==> src/rtl/dht_uart_formatter_pkg.sv <==
// Shared types and constants for the DHT11-to-UART line formatter.
// Holds the FSM state enum, message lengths and ASCII byte values.
package dht_uart_formatter_pkg;

   typedef enum logic [2:0] {
      IDLE,
      CONV,
      LOAD,
      WAIT_HI,
      WAIT_LO
   } state_t;

   localparam int MSG_LEN = 13;
   localparam int ERR_LEN = 5;

   localparam logic [7:0] ASC_0    = 8'h30;
   localparam logic [7:0] ASC_H    = 8'h48;
   localparam logic [7:0] ASC_EQ   = 8'h3D;
   localparam logic [7:0] ASC_PCT  = 8'h25;
   localparam logic [7:0] ASC_SP   = 8'h20;
   localparam logic [7:0] ASC_T    = 8'h54;
   localparam logic [7:0] ASC_C    = 8'h43;
   localparam logic [7:0] ASC_CR   = 8'h0D;
   localparam logic [7:0] ASC_LF   = 8'h0A;
   localparam logic [7:0] ASC_E    = 8'h45;
   localparam logic [7:0] ASC_R    = 8'h52;
   localparam logic [7:0] ASC_DASH = 8'h2D;

   // A clamped (>=100) field prints as "--".
   function automatic logic [7:0] dig_char(
      input logic       ovf,
      input logic [3:0] d
   );
      return ovf ? ASC_DASH : (ASC_0 + {4'h0, d});
   endfunction

endpackage

==> src/rtl/dht_bin2dec.sv <==
// Sequential binary-to-decimal converter using repeated subtraction of 10.
// Ports: clk, reset_n (async, active-low), start_i loads value_i and clears
// tens; done_o when ones < 10 or tens clamped at 10 (ovf_o); tens_o/ones_o.
module dht_bin2dec (
   input  logic       clk,
   input  logic       reset_n,
   input  logic       start_i,
   input  logic [7:0] value_i,
   output logic       done_o,
   output logic       ovf_o,
   output logic [3:0] tens_o,
   output logic [3:0] ones_o
);

   logic [7:0] rem_q, rem_d;
   logic [3:0] tens_q, tens_d;

   assign ovf_o  = (tens_q == 4'd10);
   assign done_o = (rem_q < 8'd10) || ovf_o;
   assign tens_o = tens_q;
   assign ones_o = rem_q[3:0];

   // Steps only while not done; idle after reset since rem is 0.
   always_comb begin
      rem_d  = rem_q;
      tens_d = tens_q;
      if (start_i) begin
         rem_d  = value_i;
         tens_d = 4'd0;
      end else if (!done_o) begin
         rem_d  = rem_q - 8'd10;
         tens_d = tens_q + 4'd1;
      end
   end

   always_ff @(posedge clk or negedge reset_n) begin
      if (!reset_n) begin
         rem_q  <= 8'd0;
         tens_q <= 4'd0;
      end else begin
         rem_q  <= rem_d;
         tens_q <= tens_d;
      end
   end

endmodule

==> src/rtl/dht_uart_formatter.sv <==
// Turns each DHT11 reading into "H=hh% T=ttC\r\n" (or "ERR\r\n") and feeds
// it byte by byte to an 8N1 UART transmitter via tx_data/tx_send/tx_busy.
// Ports: clk, reset_n (async, active-low); sample_valid/humidity/
// temperature/sample_err from the sampler; ready (high in IDLE);
// tx_data/tx_send/tx_busy to the transmitter; msg_done/msg_abort pulses;
// drop_cnt saturating count of readings ignored while busy.
module dht_uart_formatter
   import dht_uart_formatter_pkg::*;
#(
   parameter int BUSY_TIMEOUT = 15,
   parameter int CNT_W        = 4
) (
   input  logic       clk,
   input  logic       reset_n,
   input  logic       sample_valid,
   input  logic [7:0] humidity,
   input  logic [7:0] temperature,
   input  logic       sample_err,
   output logic       ready,
   output logic [7:0] tx_data,
   output logic       tx_send,
   input  logic       tx_busy,
   output logic       msg_done,
   output logic       msg_abort,
   output logic [7:0] drop_cnt
);

   localparam logic [CNT_W-1:0] TMO      = CNT_W'(BUSY_TIMEOUT);
   localparam logic [3:0]       MSG_LAST = 4'(MSG_LEN - 1);
   localparam logic [3:0]       ERR_LAST = 4'(ERR_LEN - 1);

   state_t           state_q, state_d;
   logic [3:0]       idx_q, idx_d;
   logic             err_q, err_d;
   logic [CNT_W-1:0] cnt_q, cnt_d;
   logic             ready_q, ready_d;
   logic [7:0]       tx_data_q, tx_data_d;
   logic             tx_send_q, tx_send_d;
   logic             done_q, done_d;
   logic             abort_q, abort_d;
   logic [7:0]       drop_q, drop_d;

   logic       conv_start;
   logic       h_done, h_ovf, t_done, t_ovf;
   logic [3:0] h_tens, h_ones, t_tens, t_ones;
   logic [7:0] cur_byte;
   logic [3:0] last_idx;

   dht_bin2dec u_hum (
      .clk     (clk),
      .reset_n (reset_n),
      .start_i (conv_start),
      .value_i (humidity),
      .done_o  (h_done),
      .ovf_o   (h_ovf),
      .tens_o  (h_tens),
      .ones_o  (h_ones)
   );

   dht_bin2dec u_tmp (
      .clk     (clk),
      .reset_n (reset_n),
      .start_i (conv_start),
      .value_i (temperature),
      .done_o  (t_done),
      .ovf_o   (t_ovf),
      .tens_o  (t_tens),
      .ones_o  (t_ones)
   );

   assign last_idx = err_q ? ERR_LAST : MSG_LAST;

   always_comb begin
      cur_byte = ASC_LF;
      if (err_q) begin
         case (idx_q)
            4'd0:    cur_byte = ASC_E;
            4'd1:    cur_byte = ASC_R;
            4'd2:    cur_byte = ASC_R;
            4'd3:    cur_byte = ASC_CR;
            default: cur_byte = ASC_LF;
         endcase
      end else begin
         case (idx_q)
            4'd0:    cur_byte = ASC_H;
            4'd1:    cur_byte = ASC_EQ;
            4'd2:    cur_byte = dig_char(h_ovf, h_tens);
            4'd3:    cur_byte = dig_char(h_ovf, h_ones);
            4'd4:    cur_byte = ASC_PCT;
            4'd5:    cur_byte = ASC_SP;
            4'd6:    cur_byte = ASC_T;
            4'd7:    cur_byte = ASC_EQ;
            4'd8:    cur_byte = dig_char(t_ovf, t_tens);
            4'd9:    cur_byte = dig_char(t_ovf, t_ones);
            4'd10:   cur_byte = ASC_C;
            4'd11:   cur_byte = ASC_CR;
            default: cur_byte = ASC_LF;
         endcase
      end
   end

   always_comb begin
      state_d    = state_q;
      idx_d      = idx_q;
      err_d      = err_q;
      cnt_d      = cnt_q;
      tx_data_d  = tx_data_q;
      tx_send_d  = 1'b0;
      done_d     = 1'b0;
      abort_d    = 1'b0;
      drop_d     = drop_q;
      conv_start = 1'b0;

      // Any reading outside IDLE is dropped, including the return cycle.
      if (sample_valid && (state_q != IDLE) && (drop_q != 8'hFF)) begin
         drop_d = drop_q + 8'd1;
      end

      unique case (state_q)
         IDLE: begin
            if (sample_valid) begin
               idx_d = 4'd0;
               err_d = sample_err;
               if (sample_err) begin
                  state_d = LOAD;
               end else begin
                  conv_start = 1'b1;
                  state_d    = CONV;
               end
            end
         end
         CONV: begin
            if (h_done && t_done) begin
               state_d = LOAD;
            end
         end
         LOAD: begin
            if (!tx_busy) begin
               tx_data_d = cur_byte;
               tx_send_d = 1'b1;
               cnt_d     = '0;
               state_d   = WAIT_HI;
            end
         end
         WAIT_HI: begin
            if (tx_busy) begin
               state_d = WAIT_LO;
            end else begin
               cnt_d = cnt_q + 1'b1;
               if (cnt_d == TMO) begin
                  abort_d = 1'b1;
                  state_d = IDLE;
               end
            end
         end
         WAIT_LO: begin
            if (!tx_busy) begin
               if (idx_q == last_idx) begin
                  done_d  = 1'b1;
                  state_d = IDLE;
               end else begin
                  idx_d   = idx_q + 4'd1;
                  state_d = LOAD;
               end
            end
         end
         default: state_d = IDLE;
      endcase

      ready_d = (state_d == IDLE);
   end

   always_ff @(posedge clk or negedge reset_n) begin
      if (!reset_n) begin
         state_q   <= IDLE;
         idx_q     <= 4'd0;
         err_q     <= 1'b0;
         cnt_q     <= '0;
         ready_q   <= 1'b1;
         tx_data_q <= 8'h00;
         tx_send_q <= 1'b0;
         done_q    <= 1'b0;
         abort_q   <= 1'b0;
         drop_q    <= 8'd0;
      end else begin
         state_q   <= state_d;
         idx_q     <= idx_d;
         err_q     <= err_d;
         cnt_q     <= cnt_d;
         ready_q   <= ready_d;
         tx_data_q <= tx_data_d;
         tx_send_q <= tx_send_d;
         done_q    <= done_d;
         abort_q   <= abort_d;
         drop_q    <= drop_d;
      end
   end

   assign ready     = ready_q;
   assign tx_data   = tx_data_q;
   assign tx_send   = tx_send_q;
   assign msg_done  = done_q;
   assign msg_abort = abort_q;
   assign drop_cnt  = drop_q;

endmodule

==> config.mk <==
export PLATFORM = sky130hd
export DESIGN_NAME = dht_uart_formatter
export DESIGN_NICKNAME = d
export VERILOG_FILES = /design/src/rtl/dht_uart_formatter_pkg.sv /design/src/rtl/dht_bin2dec.sv /design/src/rtl/dht_uart_formatter.sv
export SDC_FILE = /design/constraint.sdc
export NUM_CORES = 1
export LEC_CHECK = 0
export ABC_AREA = 1
export ABC_CLOCK_PERIOD_IN_PS = 4400
export BUFFER_PORTS_ARGS = -buffer_cell sky130_fd_sc_hd__clkbuf_2
export CAP_MARGIN = 20
export CORE_UTILIZATION = 58
export CTS_CLUSTER_SIZE = 10
export DETAILED_ROUTE_END_ITERATION = 7
export PLACE_DENSITY = 0.91
export SYNTH_ARGS = -nofsm -noshare
export SYNTH_HDL_FRONTEND = slang
export SYNTH_SLANG_ARGS = --single-unit
==> constraint.sdc <==
create_clock -name clk -period 4.4 [get_ports clk]
set_clock_uncertainty 0.1 [all_clocks]
set_input_delay 1.32 -clock clk [delete_from_list [all_inputs] [get_ports clk]]
set_output_delay 1.32 -clock clk [all_outputs]
set_load 0.02 [all_outputs]
* Word level (Yosys, flattened, before mapping)
Cells that the tools add are included.
** Storage, ports and cells
- Bits in registers :: 56
- Output and inout port bits :: 20
- Logic and storage cells :: 115
- Bits of input ports :: 21
** Cells by class
- Equal/unequal tests :: 27
- Reduce and logical (&&, ||, !) cells :: 17
- Bitwise gates (word level) :: 1
- Multiplexer cells :: 43
- $lt $le $gt $ge :: 2
- Add/sub/neg operators :: 11
** Operators by type and width (count)
- $pmux 7 s11 :: 1
- $mux 4 :: 10
- $mux 8 :: 5
- $add 6x4->7 const A :: 4
- $eq 4x4->1 const B :: 7
- $mux 7 :: 4
- $pmux 7 s3 :: 1
- $mux 3 :: 6
- $add 4x1->4 const B :: 4
- $eq 4x3->1 const B :: 4
- $lt 8x4->1 const B :: 2
- $pmux 4 s2 :: 2
- $sub 8x4->8 const B :: 2
- $pmux 3 s5 :: 1
- $ne 2x2->1 const B :: 7
- $mux 1 :: 11
- $add 8x1->8 const B :: 1
- $eq 4x2->1 const B :: 2
- $ne 8x8->1 const B :: 1
- $eq 3x2->1 const B :: 2
- $logic_not 3->1 :: 2
- $eq 4x1->1 const B :: 1
- $eq 4x4->1 :: 1
- $logic_not 4->1 :: 1
- other kinds (12) :: 19

* Longest topological paths before layout
- Depth after elaboration :: 6
- Mapped depth :: 11

* By module
Synthesis repeated with hierarchy kept, for this count alone.
** Second synthesis, totals
- Cell total of the unflattened synthesis :: 506
- Area total of the unflattened synthesis :: 3742.3 µm²
** Modules (own cells, without submodules)
- dht_uart_formatter :: instances 1, area an instance 2048.2 µm², cells an instance 284, seq. area each 777.0 µm²
- dht_bin2dec :: instances 2, area an instance 847.1 µm², cells an instance 111, seq. area each 300.3 µm²

* Worst setup path after synthesis
OpenSTA, ideal clock, no wires.
- Path kind :: input to register
- From :: in sample_valid
- To :: reg drop_q[7], in the netlist drop_cnt[7]
- Buffers on the path :: 0
- Path slack :: 2.206 ns
- Data required time :: 4.183 ns
- Stages on the path :: 7
- Arrival time :: 1.977 ns
- Cell sequence :: inv_1 nor2_1 nand2_2 nor2_4 nand2_1 nand2_1 nand2_1
** Between the ends
- Longest elaborated chain between the ends :: 2
** RTL lines
- from (decl) :: line dht_uart_formatter.sv:15 : input logic sample_valid,
- $logic_and 1x1->1 (2 in series) :: line dht_uart_formatter.sv:115 : if (sample_valid && (state_q != IDLE) && (drop_q != 8'hFF)) begin
- to (signal assigned) :: line dht_uart_formatter.sv:195 : drop_q <= drop_d;
- to (decl) :: line dht_uart_formatter.sv:41 : logic [7:0] drop_q, drop_d;
Every way passes these cells.
A chain may end at the register's enable or synchronous reset.

* Worst setup path after layout
- From :: in sample_valid
- To :: reg u_tmp.rem_q[5]
** Between the ends
- Longest elaborated chain between the ends :: 3
** RTL lines
- $mux 1 (*) :: line dht_uart_formatter.sv:121 : if (sample_valid) begin
- $mux 1 (*) :: line dht_uart_formatter.sv:119 : unique case (state_q)
- $ne 2x2->1 (no source line) / $mux 8 (equally long branches)
- to (signal assigned) :: line dht_bin2dec.sv:41 : rem_q <= rem_d;
- to (decl) :: line dht_bin2dec.sv:15 : logic [7:0] rem_q, rem_d;
Every way passes the cells marked *; elsewhere a longest branch is shown, timed or not.

==> results.json <==
{
  "nets": 508,
  "syn_avg_cell_area_sq_um": 7.597,
  "final_cell_count_no_fill": 547,
  "core_region_area_sq_um": 5473,
  "ant_nets": 0,
  "grt_pass1_wl_mm": 12.32,
  "synth-warning-count": 0,
  "hold_class": "reg -> reg",
  "finalHoldWorstSlack_ns": 0.3893,
  "place_inst": 539,
  "fp-row-count": 27,
  "fp.dieArea_sq_um": 5977,
  "ir_drop_uv": 335.6,
  "crit_family": "simple AND/OR/NAND/NOR gates",
  "cts_tree": "done",
  "drt_wl_total_mm": 7.107,
  "root_buffer": "clkbuf_8",
  "run_status": "complete, no violations",
  "rsz0062_at_grt": "false",
  "cpMostUsedCell": "nand2_1",
  "cts_hold_buffers": 0,
  "power_density_nw_per_um2": 665.4,
  "ios": 41,
  "fin_setup_tns_ns": 0,
  "fin_crit_sh": 0.6149,
  "die-width_microns": 77.31,
  "cts_buffers": 5,
  "worst_slew_pin_slew_ns": 0.8111,
  "vias": 2936,
  "cts_max_path_buffers": 2,
  "critPathArrivalTime_ns": 2.83,
  "power.leakage_nw": 1.903,
  "nFillCells": 472,
  "cts_setup_buffers": 0,
  "die_y_microns": 77.31,
  "crit_type": "in -> reg",
  "ctsResizeCount": 0,
  "gp_congestion": 0.9646,
  "timing.final.ws_setup_ns": 1.694,
  "diodes": 0,
  "fmax_mhz": 369.6,
  "syn_area_sq_um": 3289,
  "grt_overflow": 0,
  "grt_usage": 0.2554,
  "grt_max_degree": 34,
  "drive_gt1_frac": 0.1516,
  "dpl_cell_area_sq_um": 3536,
  "insertion_delay_ns": 0.31,
  "drc": 0,
  "hold_violations": 0,
  "setup_viol": 0,
  "dr.first_iter.drc_count": 186,
  "synth-seq-cells": 55,
  "period_minus_slack_ns": 2.706,
  "clock-sinks": 55,
  "maxCapViolations": 0,
  "grt_pass1_vias": 2874,
  "ys_types": 35,
  "placement.io_buffers": 39,
  "cp_slowest_cell": "nand2_1",
  "wl_per_cell_microns": 12.99,
  "initial_core_util": 0.6011,
  "cp.required_ns": 4.53,
  "max_slew_margin": 0.4593,
  "fin_area_sq_um": 3654,
  "antenna_found_initial": 0,
  "dp_slack_ns": 1.420,
  "viasPerCell": 5.367,
  "seq_area_frac_synth": 0.4188,
  "clk_pin_slew_ns": 0.10,
  "firstDrtPassIters": 4,
  "crit_buf_inv": 3,
  "area_growth_pct": 11.07,
  "htree_levels": 2,
  "slowest_delay_ns": 0.40,
  "regArea_sq_um": 1378,
  "dp_hpwl_mm": 5.309,
  "slew_violations": 0,
  "worstSetupEndpointType": "register",
  "path_cells": "clkbuf_2 > inv_1 > nor2_1 > nand2_1 > inv_2 > nor2_2 > nand2_1 > o211ai_1",
  "multi_input_area_sq_um": 1655,
  "synthCells": 433,
  "worstSetupStartpointType": "input pin",
  "crit_fanout": 25,
  "synthesis.nets": 467
}
cell families (layout without fill, tap and decap cells):
family	count (synthesis)	after routing	synth area share
compound gates	58	58	0.1004
buf+inv	62	104	0.07797
flops	55	55	0.4188
xor+xnor	14	14	0.03728
simple gates	230	230	0.3149
other cells	1	1	0.001140
fa+ha+maj	13	13	0.04945
Yosys cell counts (all sizes together):
cell type	n	share of area
clkbuf	1	0.0042
nand3b	3	0.011
nor2	38	0.056
xnor2	3	0.0080
nor3b	1	0.0023
dfstp	1	0.0080
ha	13	0.049
nand4	6	0.011
o21a	1	0.0023
dfrtp	54	0.41
nand2	138	0.16
inv	56	0.064
a21oi	15	0.023
xor2	11	0.029
conb	1	0.0011
o21bai	1	0.0023
nor3	5	0.0091
nand3	37	0.058
buf	5	0.0099
o31ai	3	0.0068
o21ai	28	0.044
a31oi	1	0.0019
or2	2	0.0038
o211ai	9	0.021
layer usage:
| layer | global-route usage | share of wire | vias to the layer above |
|---|---|---|---|
| met5 | 0 | 0 | - |
| met2 | 0.4407 | 0.49 | 81 |
| met3 | 0.03690 | 0.041 | 16 |
| met1 | 0.3223 | 0.45 | 1369 |
| li1 | - | - | 1470 |
| met4 | 0.09623 | 0.018 | 0 |
power by group:
group          switching [mW]  leakage, nW  internal, mW
registers               0.162        0.684         0.725
clock network           0.167       0.0612         0.184
logic                   0.768         1.16         0.425
flip-flops by register name, summed over array words and instances (netlist names):
name	cells
msg_abort	1
idx_q	4
u_tmp.rem_q	8
tx_data	7
u_hum.rem_q	8
u_tmp.tens_o	4
ready	1
cnt_q	4
tx_send	1
err_q	1
u_hum.tens_o	4
msg_done	1
state_q	3
drop_cnt	8
placed cells by master (no fill, tap or decap), types with 9 or more instances in the layout:
master / instances
inv_1: 54
xor2_1: 11
a21oi_1: 15
o211ai_1: 9
nand2_1: 131
o21ai_0: 25
ha_1: 13
dfrtp_1: 54
clkbuf_2: 39
nand3_1: 36
nor2_1: 30
final cells by class:
class | count | area share
Multi-Input combinational cell | 316 | 0.4531
Sequential cell | 55 | 0.3771
Inverter | 56 | 0.05753
Timing Repair Buffer | 40 | 0.05548
Tap cell | 72 | 0.02466
Clock buffer | 6 | 0.02260
Clock inverter | 2 | 0.009589
worst paths after layout:
kind / from / endpoint / slack (ns) / depth (start not counted)
worst max-delay path: sample_valid / u_tmp.rem_q[5] / 1.69 / 8
worst max register to register: state_q[2] / u_tmp.rem_q[5] / 2.15 / 6
worst min register to register: tx_data[1] / tx_data[1] / 0.39 / 2
min in group asynchronous: reset_n / tx_data[2] / 0.98 / 1
worst min-delay path: tx_data[1] / tx_data[1] / 0.39 / 2
max in group asynchronous: reset_n / u_hum.rem_q[0] / 2.41 / 2
metrics by stage:
| step | total power [mW] | util |
|---|---|---|
| 2_1_floorplan | 1.769 | - |
| 3_3_place_gp | 2.004 | 0.6461 |
| 3_5_place_dp | 2.073 | 0.6461 |
| 4_1_cts | 2.426 | 0.6676 |
| 5_1_grt | 2.637 | 0.6676 |
| 6_report | 2.431 | 0.6676 |
tightest hold or removal path: stages, from the launching register on:
cell	delay, ns
dfrtp_1	0.36
nand2_1	0.05
nand2_1	0.05
No activity file was read; power rests on OpenSTA's default activity.
